## src/rtl/picoblaze_io_pkg.sv

```systemverilog
// Shared port map, vector constants and interrupt FSM states for the
// pacoblaze3 I/O and interrupt front end.
package picoblaze_io_pkg;

  localparam logic [7:0] PORT_DATA_BASE = 8'h00;
  localparam logic [7:0] PORT_PENDING   = 8'h10;
  localparam logic [7:0] PORT_OVERRUN   = 8'h11;
  localparam logic [7:0] PORT_ENABLE    = 8'h12;
  localparam logic [7:0] PORT_VECTOR    = 8'h13;
  localparam logic [7:0] PORT_OUT_BASE  = 8'h20;
  localparam logic [7:0] PORT_ENABLE_WR = 8'h30;
  localparam logic [7:0] PORT_CLEAR     = 8'h31;

  localparam logic [7:0] NO_VECTOR = 8'hFF;

  typedef enum logic [1:0] {IDLE, REQ, SERVICE} irq_state_t;

endpackage

```

## src/rtl/picoblaze_irq_ctrl.sv

```systemverilog
// Per-channel pending/overrun/enable flags, lowest-index priority encoder
// and the request/acknowledge/service FSM driving the core's interrupt.
module picoblaze_irq_ctrl #(
  parameter int NUM_IN = 4
) (
  input  logic              clk,
  input  logic              reset_n,
  input  logic [NUM_IN-1:0] in_ready,
  input  logic              enable_wr,
  input  logic              clear_wr,
  input  logic [NUM_IN-1:0] wr_data,
  input  logic              interrupt_ack,
  output logic [NUM_IN-1:0] pending,
  output logic [NUM_IN-1:0] overrun,
  output logic [NUM_IN-1:0] enable,
  output logic [7:0]        vector,
  output logic              interrupt,
  output logic              overrun_any
);
  import picoblaze_io_pkg::*;

  logic [NUM_IN-1:0] active;
  logic [NUM_IN-1:0] pending_d;
  logic [NUM_IN-1:0] overrun_d;
  irq_state_t        state, state_d;

  assign active    = pending & enable;
  assign interrupt = (state == REQ);

  // NOTE: every combinational output gets a default first so no path leaves
  // it unassigned, which would otherwise infer a latch.
  always_comb begin
    vector = NO_VECTOR;
    for (int i = NUM_IN - 1; i >= 0; i--) begin
      if (active[i]) vector = 8'(i);
    end
  end

  // A new event beats a simultaneous clear; that clear still consumes the
  // earlier event, so overrun only survives when no clear hit the bit.
  always_comb begin
    pending_d = pending;
    overrun_d = overrun;
    for (int i = 0; i < NUM_IN; i++) begin
      if (in_ready[i]) begin
        pending_d[i] = 1'b1;
        overrun_d[i] = (clear_wr && wr_data[i]) ? 1'b0 : (pending[i] | overrun[i]);
      end else if (clear_wr && wr_data[i]) begin
        pending_d[i] = 1'b0;
        overrun_d[i] = 1'b0;
      end
    end
  end

  always_comb begin
    state_d = state;
    case (state)
      IDLE:    if (|active) state_d = REQ;
      REQ:     if (interrupt_ack) state_d = SERVICE;
               else if (!(|active)) state_d = IDLE;
      SERVICE: if (clear_wr) state_d = IDLE;
      default: state_d = IDLE;
    endcase
  end

  // NOTE: sequential state uses non-blocking assignments so every flop
  // samples pre-edge values regardless of statement order.
  always_ff @(posedge clk or negedge reset_n) begin
    if (!reset_n) begin
      pending     <= '0;
      overrun     <= '0;
      enable      <= '1;
      overrun_any <= 1'b0;
      state       <= IDLE;
    end else begin
      pending     <= pending_d;
      overrun     <= overrun_d;
      overrun_any <= |overrun_d;
      state       <= state_d;
      if (enable_wr) enable <= wr_data;
    end
  end

endmodule

```

## src/rtl/picoblaze_io_hub.sv

```systemverilog
// pacoblaze3 I/O hub: latches NUM_IN input channels, serves a registered read
// map, holds NUM_OUT output registers and fronts the interrupt controller.
module picoblaze_io_hub #(
  parameter int         NUM_IN    = 4,
  parameter int         NUM_OUT   = 2,
  parameter logic [7:0] OUT_RESET = 8'h00
) (
  input  logic                 clk,
  input  logic                 reset_n,
  input  logic [8*NUM_IN-1:0]  in_data,
  input  logic [NUM_IN-1:0]    in_ready,
  input  logic [7:0]           port_id,
  input  logic                 write_strobe,
  input  logic                 read_strobe,
  input  logic [7:0]           out_port,
  output logic [7:0]           in_port,
  output logic                 interrupt,
  input  logic                 interrupt_ack,
  output logic [8*NUM_OUT-1:0] out_regs,
  output logic                 overrun_any
);
  import picoblaze_io_pkg::*;

  logic [7:0]        hold [NUM_IN];
  logic [NUM_IN-1:0] pending, overrun, enable;
  logic [7:0]        vector;
  logic [7:0]        rd_data;
  logic              enable_wr, clear_wr;

  // Reads carry no side effects, so the read qualifier is not needed.
  logic unused_read_strobe;
  assign unused_read_strobe = read_strobe;

  assign enable_wr = write_strobe && (port_id == PORT_ENABLE_WR);
  assign clear_wr  = write_strobe && (port_id == PORT_CLEAR);

  picoblaze_irq_ctrl #(.NUM_IN(NUM_IN)) u_irq_ctrl (
    .clk           (clk),
    .reset_n       (reset_n),
    .in_ready      (in_ready),
    .enable_wr     (enable_wr),
    .clear_wr      (clear_wr),
    .wr_data       (out_port[NUM_IN-1:0]),
    .interrupt_ack (interrupt_ack),
    .pending       (pending),
    .overrun       (overrun),
    .enable        (enable),
    .vector        (vector),
    .interrupt     (interrupt),
    .overrun_any   (overrun_any)
  );

  always_comb begin
    rd_data = '0;
    case (port_id)
      PORT_PENDING: rd_data[NUM_IN-1:0] = pending;
      PORT_OVERRUN: rd_data[NUM_IN-1:0] = overrun;
      PORT_ENABLE:  rd_data[NUM_IN-1:0] = enable;
      PORT_VECTOR:  rd_data = vector;
      default: begin
        for (int i = 0; i < NUM_IN; i++) begin
          if (port_id == PORT_DATA_BASE + 8'(i)) rd_data = hold[i];
        end
      end
    endcase
  end

  // NOTE: the hold bytes are a small register array, not a RAM, so they take
  // the async reset to give the core defined read data right after reset.
  always_ff @(posedge clk or negedge reset_n) begin
    if (!reset_n) begin
      for (int i = 0; i < NUM_IN; i++) hold[i] <= '0;
      in_port  <= '0;
      out_regs <= {NUM_OUT{OUT_RESET}};
    end else begin
      in_port <= rd_data;
      for (int i = 0; i < NUM_IN; i++) begin
        if (in_ready[i]) hold[i] <= in_data[8*i +: 8];
      end
      for (int j = 0; j < NUM_OUT; j++) begin
        if (write_strobe && port_id == PORT_OUT_BASE + 8'(j))
          out_regs[8*j +: 8] <= out_port;
      end
    end
  end

endmodule

```

## config.mk

```make
export PLATFORM = sky130hd
export DESIGN_NAME = picoblaze_io_hub
export DESIGN_NICKNAME = d
export VERILOG_FILES = /design/src/rtl/picoblaze_io_pkg.sv /design/src/rtl/picoblaze_irq_ctrl.sv /design/src/rtl/picoblaze_io_hub.sv
export SDC_FILE = /design/constraint.sdc
export NUM_CORES = 1
export LEC_CHECK = 0
export BUFFER_PORTS_ARGS = -buffer_cell sky130_fd_sc_hd__buf_2
export CORE_UTILIZATION = 56
export DETAILED_ROUTE_END_ITERATION = 8
export PLACE_DENSITY_LB_ADDON = 0.1
export SETUP_SLACK_MARGIN = 0.02
export SYNTH_ARGS = -nofsm -noshare
export SYNTH_HDL_FRONTEND = slang
export SYNTH_SLANG_ARGS = --single-unit
```

## constraint.sdc

```tcl
create_clock -name clk -period 1.95 [get_ports clk]
set_input_delay 0.0975 -clock clk [delete_from_list [all_inputs] [get_ports clk]]
set_output_delay 0.0975 -clock clk [all_outputs]
set_load 0.05 [all_outputs]
```

-- After elaboration in Yosys (flattened, before gate mapping)
Index checks and enable logic that the tools add are counted.
W data, S select, Z words.
- register bits after elaboration: 71
- memories kept: 0
- memory bits (read-only): 0
- latch bits: 0
- output and inout bits: 26
- input bits: 57
- RAM bits: 0
- equal/unequal tests: 16
- $mul: 0
- multiplexer cells: 35
- magnitude comparators: 0
- div/mod/pow operators: 0
- shift-type cells: 0
- add/sub/neg operators: 0
- reduce and logical (&&, ||, !) cells: 18
- bitwise operators: 5
- operator list (kind ; number):
    $mux W8 ; 8
    $eq A8 B5 Y1 const B ; 4
    $eq A8 B6 Y1 const B ; 4
    $mux W1 ; 20
    $eq A8 B2 Y1 const B ; 2
    $pmux W4 S4 ; 1
    $eq A8 B1 Y1 const B ; 1
    $logic_and A1 B1 Y1 ; 8
    $logic_not A8 Y1 ; 1
    $mux W2 ; 4
    $pmux W4 S2 ; 1
    $reduce_bool A2 Y1 ; 4
    $reduce_or A4 Y1 ; 2
    $pmux W2 S3 ; 1
    $and A4 B4 Y4 ; 1
    $ne A2 B1 Y1 const B ; 2
    $or A1 B1 Y1 ; 4
    $ne A3 B3 Y1 const B ; 1
    $reduce_and A3 Y1 ; 1
    $reduce_or A3 Y1 ; 1
    $eq A2 B1 Y1 const B ; 1
    $eq A2 B2 Y1 const B ; 1
    $logic_not A2 Y1 ; 1

-- Depth between registers and ports, before layout
Gate-level depths: netlist of the first run.
- depth in word-level cells: 6
- depth in mapped cells: 6

-- Cells and area by module
Synthesis of the first run repeated with hierarchy kept, for this count alone.
- cells, all modules: 234
- area total of the unflattened synthesis: 3166.8 sq um
- modules (own cells, without submodules) (module ; cells an instance ; area an instance (sq um) ; times used):
    picoblaze_io_hub ; 180 ; 2523.7 ; 1
    picoblaze_irq_ctrl ; 54 ; 643.1 ; 1

-- Least setup slack after synthesis of the first run
No wires, ideal clock.
- path type: input to register
- from: input port port_id[1]
- to: register u_irq_ctrl.overrun_any
- path buffers: 2
- slack: 230 ps
- arrival time: 1582 ps
- cell stages on the path: 6
- path through: clkbuf_1 -> or2b_2 -> clkbuf_1 -> nor3_4 -> a21oi_1 -> or4_1
- word-level cells in the longest chain between the ends: 6
- elaborated cells on any way between the ends: 19
- ends and longest elaborated chain (what ; line ; text):
    from (decl) ; picoblaze_io_hub.sv:12 ; input logic [7:0] port_id,
    $eq A8 B6 Y1 * ; picoblaze_io_hub.sv:35 ; assign clear_wr = write_strobe && (port_id == PORT_CLEAR);
    $logic_and A1 B1 Y1 * ; picoblaze_io_hub.sv:35 ;
    $logic_and A1 B1 Y1 * ; picoblaze_irq_ctrl.sv:47, picoblaze_irq_ctrl.sv:48 ;
    $mux W1, on equally long branches ; picoblaze_irq_ctrl.sv:48, picoblaze_irq_ctrl.sv:47 ;
    $mux W1 * ; picoblaze_irq_ctrl.sv:45 ; if (in_ready[i]) begin
    via u_irq_ctrl.overrun_d[2] ; picoblaze_irq_ctrl.sv:24 ; logic [NUM_IN-1:0] overrun_d;
    $reduce_or A4 Y1 * ; picoblaze_irq_ctrl.sv:78 ; overrun_any <= |overrun_d;
    to (signal assigned) ; picoblaze_irq_ctrl.sv:78 ;
    to (decl) ; picoblaze_irq_ctrl.sv:18 ; output logic overrun_any
The timed path passes the listed nets; every way through them passes the cells marked *.
A chain may end at the register's enable or synchronous reset.

-- Worst setup path in the final report of the first run
- from: register u_irq_ctrl.pending[2]
- to: register in_port[2]
- word-level cells in the longest chain between the ends: 5
- ends and longest elaborated chain (what ; line ; text):
    from (decl) ; picoblaze_irq_ctrl.sv:13 ; output logic [NUM_IN-1:0] pending,
    from (signal assigned) ; picoblaze_irq_ctrl.sv:76 ; pending <= pending_d;
    $and A4 B4 Y4 ; picoblaze_irq_ctrl.sv:27 ; assign active = pending & enable;
    $mux W8 (3 in series) ; picoblaze_irq_ctrl.sv:35 ; if (active[i]) vector = 8'(i);
    $pmux W4 S4 * ; picoblaze_io_hub.sv:55 ; case (port_id)
    via rd_data[2] ; picoblaze_io_hub.sv:27 ; logic [7:0] rd_data;
    to (signal assigned) ; picoblaze_io_hub.sv:76 ; in_port <= rd_data;
    to (decl) ; picoblaze_io_hub.sv:16 ; output logic [7:0] in_port,
Marks and branches as above.

==> flow_summary.json, run 1 <==
{
  "share_comb_of_total_power": 0.145,
  "timing_max_transition_violations_final": 0,
  "clock_network_power_share": 0.387,
  "area_delta_synth_final_pct": 37.30,
  "switching_share": 0.2506,
  "synth.yosys.warnings": 0,
  "worst_setup_path_startpoint": "u_irq_ctrl.pending[2]$_DFFE_PN0P_",
  "post-synth-top-count-cell": "dfrtp_1",
  "floorplan.core_area_um2": 5172,
  "place.gp.congestion": 0.8715,
  "clock_sinks": 71,
  "route.detailed.vias_per_inst": 5.583,
  "clk_root_buffer_cell": "clkbuf_8",
  "chipHeight_um": 75.84,
  "critical_path.max_fanout": 5,
  "synth_seq_cells": 71,
  "routed_wire_length_mm": 7.491,
  "fp.dieArea_um2": 5751,
  "antenna_violations_before_repair": 0,
  "peak_vdd_ir_mv": 0.5892,
  "drive_above_1_share": 0.4943,
  "internal-power_mw": 2.616,
  "combined_global_route_utilization_of_all_metal_layers": 0.2874,
  "timing.critical_path.cells": "a222oi_1 > and4_1 > nor2_1 > nor3_1",
  "gr-total-overflow": 0,
  "worstPathArrival_ps": 1930,
  "r2r-start": "u_irq_ctrl.pending[2]$_DFFE_PN0P_",
  "first_global_vias": 2405,
  "wire_length_of_the_first_global_routing_pass_mm": 11.51,
  "setup.worst_path.class": "reg2reg",
  "final_antenna_net_count": 0,
  "detail_route.iter0.violations": 120,
  "worstSetupEndpoint": "in_port[2]$_DFF_PN0_",
  "power_per_cell_area_nw_per_um2": 832.9,
  "leakagePower_nw": 2.010,
  "setup_viol": 0,
  "synth.net_count": 277,
  "yosys.area.top_type": "dfrtp_1",
  "syn_avg_cell_area_um2": 13.88,
  "max_cap_violations": 0,
  "worst_ep_required_time_ps": 2200,
  "unrepaired_setup_endpoints_after_global_routing": "false",
  "n_antenna_cell": 0,
  "port_buffers": 81,
  "holdCritPathClass": "in2reg",
  "synth.area.top_cells": "dfrtp_1 55%, mux2_2 19%, mux4_2 5.9%",
  "finish.net_count": 404,
  "asyncSetResetFlopFracSynth": 1.000,
  "drtPass1Iterations": 4,
  "ctsHtreeMaxLevel": 3,
  "core.rowCount": 26,
  "drt-wirelength-per-cell_um": 17.75,
  "dp_hpwl_mm": 4.631,
  "clock_tree.buffer_depth": 2,
  "final.setup_skew_ps": 12.45,
  "drc_errors": 0,
  "synth-seq-area-share": 0.5836,
  "cts_buffers": 9,
  "fin_worst_hold_slack_ps": 14.65,
  "fmaxAchievable_ghz": 0.5942,
  "clk_pin_slew_ps": 70,
  "r2r_worst_path_depth": 4,
  "synth-edff-count": 0,
  "ios": 83,
  "timing.critical_path.to_type": "flop",
  "post_synth_num_cell_types": 32,
  "power.switching_uw": 874.8,
  "regToRegSetupSlack_ps": 270,
  "timing.max_slew.rel_slack": 0.6086,
  "worst_setup_path_start_kind": "flop",
  "post_synth_inst_count": 220,
  "synthTopCellsByCount": "67 x dfrtp_1, 52 x mux2_2, 11 x a21oi_1",
  "pin_count_of_the_biggest_net_entering_global_routing": 48,
  "tritoncts": "built",
  "period_needed_ps": 1683,
  "synth-main-ff-cell": "dfrtp_1",
  "fin_tns_setup_ps": 0,
  "r2r_end": "in_port[2]$_DFF_PN0_",
  "final_min_period_over_clock_period": 0.8630,
  "clk_latency_ps": 350,
  "final_hold_viol_count": 0,
  "worst_slew_pin_slew_ps": 587.1,
  "critical-path-max-stage-delay_ps": 560,
  "die-width_um": 75.84,
  "proportion_of_power_drawn_by_flip_flops_and_latches": 0.468,
  "crit_path_top_delay_cell": "a222oi_1",
  "run_status": "complete, no violations",
  "effective_utilization_at_floorplan": 0.5902,
  "share_of_the_synthesized_area_in_the_top_cell_type": 0.5492,
  "via_count": 2356,
  "synth.cell_area_um2": 3053
}
==> worst min path at each step <==
stage | from | endpoint | cells after the start
2_1_floorplan | reset_n | hold[0]$_DFFE_PN0P_ | 0
3_3_place_gp | reset_n | hold[30]$_DFFE_PN0P_ | 1
3_5_place_dp | reset_n | hold[28]$_DFFE_PN0P_ | 1
4_1_cts | out_port[0] | u_irq_ctrl.overrun[0]$_DFF_PN0_ | 2
5_1_grt | in_data[2] | hold[26]$_DFFE_PN0P_ | 2
6_report | in_data[2] | hold[26]$_DFFE_PN0P_ | 2
==> power groups by stage <==
stage / Sequential, mW / Clock (mW) / Combinational (mW)
6_report: 1.63 / 1.35 / 0.506
5_1_grt: 1.65 / 1.40 / 0.545
4_1_cts: 1.63 / 1.35 / 0.501
3_5_place_dp: 1.66 / 0 / 0.439
3_3_place_gp: 1.65 / 0 / 0.431
2_1_floorplan: 1.70 / 0 / 0.220
==> sequential cells by signal, indices dropped and copies added, names as in the netlist <==
| signal | cells |
|---|---|
| u_irq_ctrl.overrun | 4 |
| hold | 32 |
| u_irq_ctrl.state | 2 |
| in_port | 8 |
| u_irq_ctrl.enable | 4 |
| u_irq_ctrl.overrun_any | 1 |
| u_irq_ctrl.pending | 4 |
| out_regs | 16 |
==> critical path: cells and delay by family, from the launching register on <==
kind               cells  cell delay (ps)
AOI/OAI and AO/OA      1              560
and+or+nand+nor        3              600
DFF                    1              430
==> placed cells by master, fill, tap and decap left out, types with 2 or more instances in the layout <==
cell and instances:
mux2i_1 4, clkinvlp_4 2, nor2_1 8, buf_4 7
mux2_2 52, a21o_1 4, dfstp_2 4, inv_1 8
mux4_2 8, nand3_1 3, buf_2 81, nor3_1 5
dfrtp_1 67, nand2_1 8, clkbuf_8 11, o21ai_0 5
dlygate4sd3_1 39, o221ai_1 4, bufinv_16 2, or4_1 3
a21oi_1 11
==> per-stage QoR <==
step	instances	setup WS (ps)	cell area [um^2]	total power, mW	util
floorplan	220	229.7	3053	1.924	-
global placement	367	158.2	3570	2.085	0.6901
detailed placement	367	102.6	3570	2.097	0.6901
CTS	422	353.5	4192	3.483	0.8104
global route	422	226.6	4192	3.595	0.8104
finish	422	267.1	4192	3.491	0.8104
==> area by class of cell <==
class / count / area, um^2
repair buffers: 128 / 868.3
inverters: 8 / 30.03
clock buffers: 11 / 151.4
fillers: 293 / 980.9
well taps: 70 / 87.58
flip-flops and latches: 71 / 1782
clock inverters: 5 / 80.08
multi-input cells: 129 / 1192
==> per-layer routing <==
layer / vias to the layer above / global-route usage / share of wire
li1: 1057 / - / -
met1: 1179 / 0.3405 / 0.40
met2: 99 / 0.4916 / 0.52
met3: 21 / 0.05159 / 0.057
met4: 0 / 0.1687 / 0.028
met5: - / 0 / 0
==> cells by family after synthesis <==
family	count (synthesis)	synth area share
AO/OA/AOI/OAI	27	0.05574
buffers and inverters	20	0.02582
flip-flops	71	0.5836
multiplexers	64	0.2639
AND/OR/NAND/NOR	38	0.07091
==> what timing repair did <==
| item | CTS | global route |
|---|---|---|
| hold buffers | 39 | 0 |
| buffers inserted | 0 | 0 |
| endpoints found under the hold margin | 67 | 0 |
| resized for setup | 0 | 0 |
(Power assumes the default switching activity.)
==> inputs of run 2 (changes only) <==
--- a/config.mk
+++ b/config.mk
@@ -5,6 +5,7 @@
 export SDC_FILE = /design/constraint.sdc
 export NUM_CORES = 1
 export LEC_CHECK = 0
+export ABC_AREA = 1
 export BUFFER_PORTS_ARGS = -buffer_cell sky130_fd_sc_hd__buf_2
 export CORE_UTILIZATION = 56
 export DETAILED_ROUTE_END_ITERATION = 8
==> run 2 against run 1 <==
Routed wire length shrank 5.3%. Design area fell by 0.57%. Flip-flop and latch count stayed put. Utilization decreased by 5.3 points. Critical endpoint is now in_port[3]$_DFF_PN0_. First-iteration DRC count grew 73%. Largest cell class unchanged. Sequential share of layout area is 0.24 points higher. Combinational power fell by 15%.
==> flow_summary.json, run 2 <==
{
  "run_status": "complete, no violations",
  "floorplan.core_area_um2": 5507,
  "timing_max_transition_violations_final": 0,
  "ctsHtreeMaxLevel": 3,
  "mostFrequentLayoutCell": "nand2_1",
  "final_min_period_over_clock_period": 0.7403,
  "core.rowCount": 27,
  "chipHeight_um": 77.50,
  "timing.critical_path.to_type": "flop",
  "largest_register": "hold",
  "holdCritPathClass": "in2reg",
  "crit_buf_inv": 1,
  "clk_root_buffer_cell": "clkbuf_8",
  "post-route-util": 0.7569,
  "busiest_layer": "met2",
  "antenna_violations_before_repair": 0,
  "worst_ep_required_time_ps": 2180,
  "share_of_the_synthesized_area_in_the_top_cell_type": 0.5253,
  "period_needed_ps": 1444,
  "post-synth-top-count-cell": "nand2_1",
  "dp_hpwl_mm": 4.990,
  "synthMuxAreaShare": 0,
  "use_met1": 0.3527,
  "place.gp.congestion": 0.9419,
  "die-width_um": 77.50,
  "clk_latency_ps": 340,
  "setup.worst_path.class": "reg2reg",
  "port_buffers": 81,
  "placed_cells": 527,
  "multiInputGateArea_um2": 1245,
  "combinational_family_with_the_most_area_after_synthesis": "simple AND/OR/NAND/NOR gates",
  "first_global_vias": 2558,
  "worst_setup_path_start_kind": "flop",
  "finish.net_count": 557,
  "groute.layer.met3.usage": 0.04353,
  "synthTopCellsByCount": "171 x nand2_1, 67 x dfrtp_1, 27 x inv_1",
  "synth_fa_ha_area_frac": 0,
  "asyncSetResetFlopFracSynth": 1.000,
  "routed_wire_length_mm": 7.093,
  "combined_global_route_utilization_of_all_metal_layers": 0.2552,
  "setup_viol": 0,
  "postCtsSetupBuffers": 0,
  "cts_buffers": 9,
  "drc_errors": 0,
  "gr-total-overflow": 0,
  "placement.cell_area_um2": 3670,
  "unrepaired_setup_endpoints_after_global_routing": "false",
  "complex_gate_fraction_of_the_synthesized_area": 0.07918,
  "via_count": 2802,
  "synth.cell_area_um2": 3192,
  "fin_tns_setup_ps": 0,
  "clock_sinks": 71,
  "fin_worst_hold_slack_ps": 28.38,
  "critical_path.max_fanout": 4,
  "fmaxAchievable_ghz": 0.6927,
  "drt-wirelength-per-cell_um": 12.29,
  "synth-edff-count": 0,
  "final_hold_viol_count": 0,
  "n_antenna_cell": 0,
  "finalInstanceArea_um2": 4168,
  "crit_path_top_delay_cell": "dfstp_2",
  "max_cap_violations": 0,
  "area_delta_synth_final_pct": 30.58,
  "synth_seq_cells": 71,
  "leakagePower_nw": 2.240,
  "final_cell_mix": "171 x nand2_1, 81 x buf_2, 67 x dfrtp_1",
  "critical-path-max-stage-delay_ps": 550,
  "post_synth_num_cell_types": 25,
  "n_fill_cell": 409,
  "synth_simple_gate_area_frac": 0.3109,
  "drive_above_1_share": 0.2653,
  "synth-main-ff-cell": "dfrtp_1",
  "drtPass1Iterations": 4,
  "timing.max_slew.rel_slack": 0.6920,
  "peak_vdd_ir_mv": 0.5182,
  "final.setup_skew_ps": 6.082,
  "synth.area.top_cells": "dfrtp_1 53%, nand2_1 20%, o21ai_2 4.4%",
  "power_per_cell_area_nw_per_um2": 726.0,
  "ios": 83,
  "syn_avg_cell_area_um2": 8.422,
  "largest_register_ffs": 32,
  "detail_route.iter0.violations": 207,
  "cpLargestDelayFamily": "flip-flops",
  "yosys.area.top_type": "dfrtp_1",
  "final_antenna_net_count": 0,
  "largest_registers": "hold (32), out_regs (16), in_port (8)",
  "post_synth_inst_count": 379,
  "met2_grt_util": 0.4071,
  "wire_length_of_the_first_global_routing_pass_mm": 11.70,
  "synth-xor-area-share": 0,
  "route.detailed.vias_per_inst": 4.856,
  "effective_utilization_at_floorplan": 0.5796,
  "worst_slew_pin_slew_ps": 462.0,
  "instances_no_fill": 577,
  "synth.yosys.warnings": 0,
  "clk_pin_slew_ps": 70,
  "clock_tree.buffer_depth": 2,
  "fp.dieArea_um2": 6005,
  "pin_count_of_the_biggest_net_entering_global_routing": 52,
  "synth.net_count": 436,
  "tritoncts": "built",
  "regArea_um2": 1782,
  "timing.critical_path.cells": "inv_1 > o21ai_0 > nor2_1 > nand2_1 > nand2_1 > nor2_1 > nand2_1",
  "worstPathArrival_ps": 1670,
  "synth-seq-area-share": 0.5582,
  "path_common_cell": "nand2_1"
}
run 2: what timing repair did:
item | in CTS | in global routing
hold buffers | 34 | 0
endpoints found under the hold margin | 54 | 0
gates resized for setup | 0 | 0
run 2: worst min-delay path, stage by stage:
cell	delay (ps)
buf_2	70
inv_1	50
o21ai_2	120
run 2: final cells by class:
class	instances	share of cell area
repair buffers	116	0.1837
flip-flops and latches	71	0.4275
inverters	34	0.03062
multi-input cells	268	0.2987
clock inverters	4	0.005404
clock buffers	12	0.03242
well taps	72	0.02162
run 2: cells by family after synthesis:
kind of cell / count (synthesis)
simple gates: 230
buf+inv: 40
compound gates: 38
flops: 71
run 2: power by group:
part	total [mW]	switching, mW	internal [mW]
clock	0.970	0.514	0.456
sequential	1.62	0.0542	1.57
combinational	0.431	0.268	0.163
run 2: stage by stage:
| stage | worst slack (ps) | total power, mW |
|---|---|---|
| floorplan | 632.1 | 1.866 |
| global placement | 607.9 | 2.016 |
| detailed placement | 543.7 | 2.028 |
| CTS | 520.4 | 3.036 |
| global route | 418.4 | 3.155 |
| finish | 506.5 | 3.026 |
run 2: path summary, 6_finish.rpt:
path	end	cells past startpoint	slack (ps)	startpoint
max	in_port[3]$_DFF_PN0_	7	510	u_irq_ctrl.enable[3]$_DFFE_PN1P_
min reg2reg	u_irq_ctrl.state[0]$_DFFE_PN0P_	1	470	u_irq_ctrl.state[0]$_DFFE_PN0P_
max in group asynchronous	u_irq_ctrl.enable[1]$_DFFE_PN1P_	3	1060	reset_n
min	out_regs[6]$_DFFE_PN0P_	3	30	out_port[6]
min in group asynchronous	u_irq_ctrl.state[0]$_DFFE_PN0P_	2	240	reset_n
max reg2reg	in_port[3]$_DFF_PN0_	7	510	u_irq_ctrl.enable[3]$_DFFE_PN1P_
run 2: metal layers:
layer,part of all wire,vias up
met3,0.043,13
met1,0.47,1278
met4,0.015,0
met5,0,-
li1,-,1431
met2,0.47,80
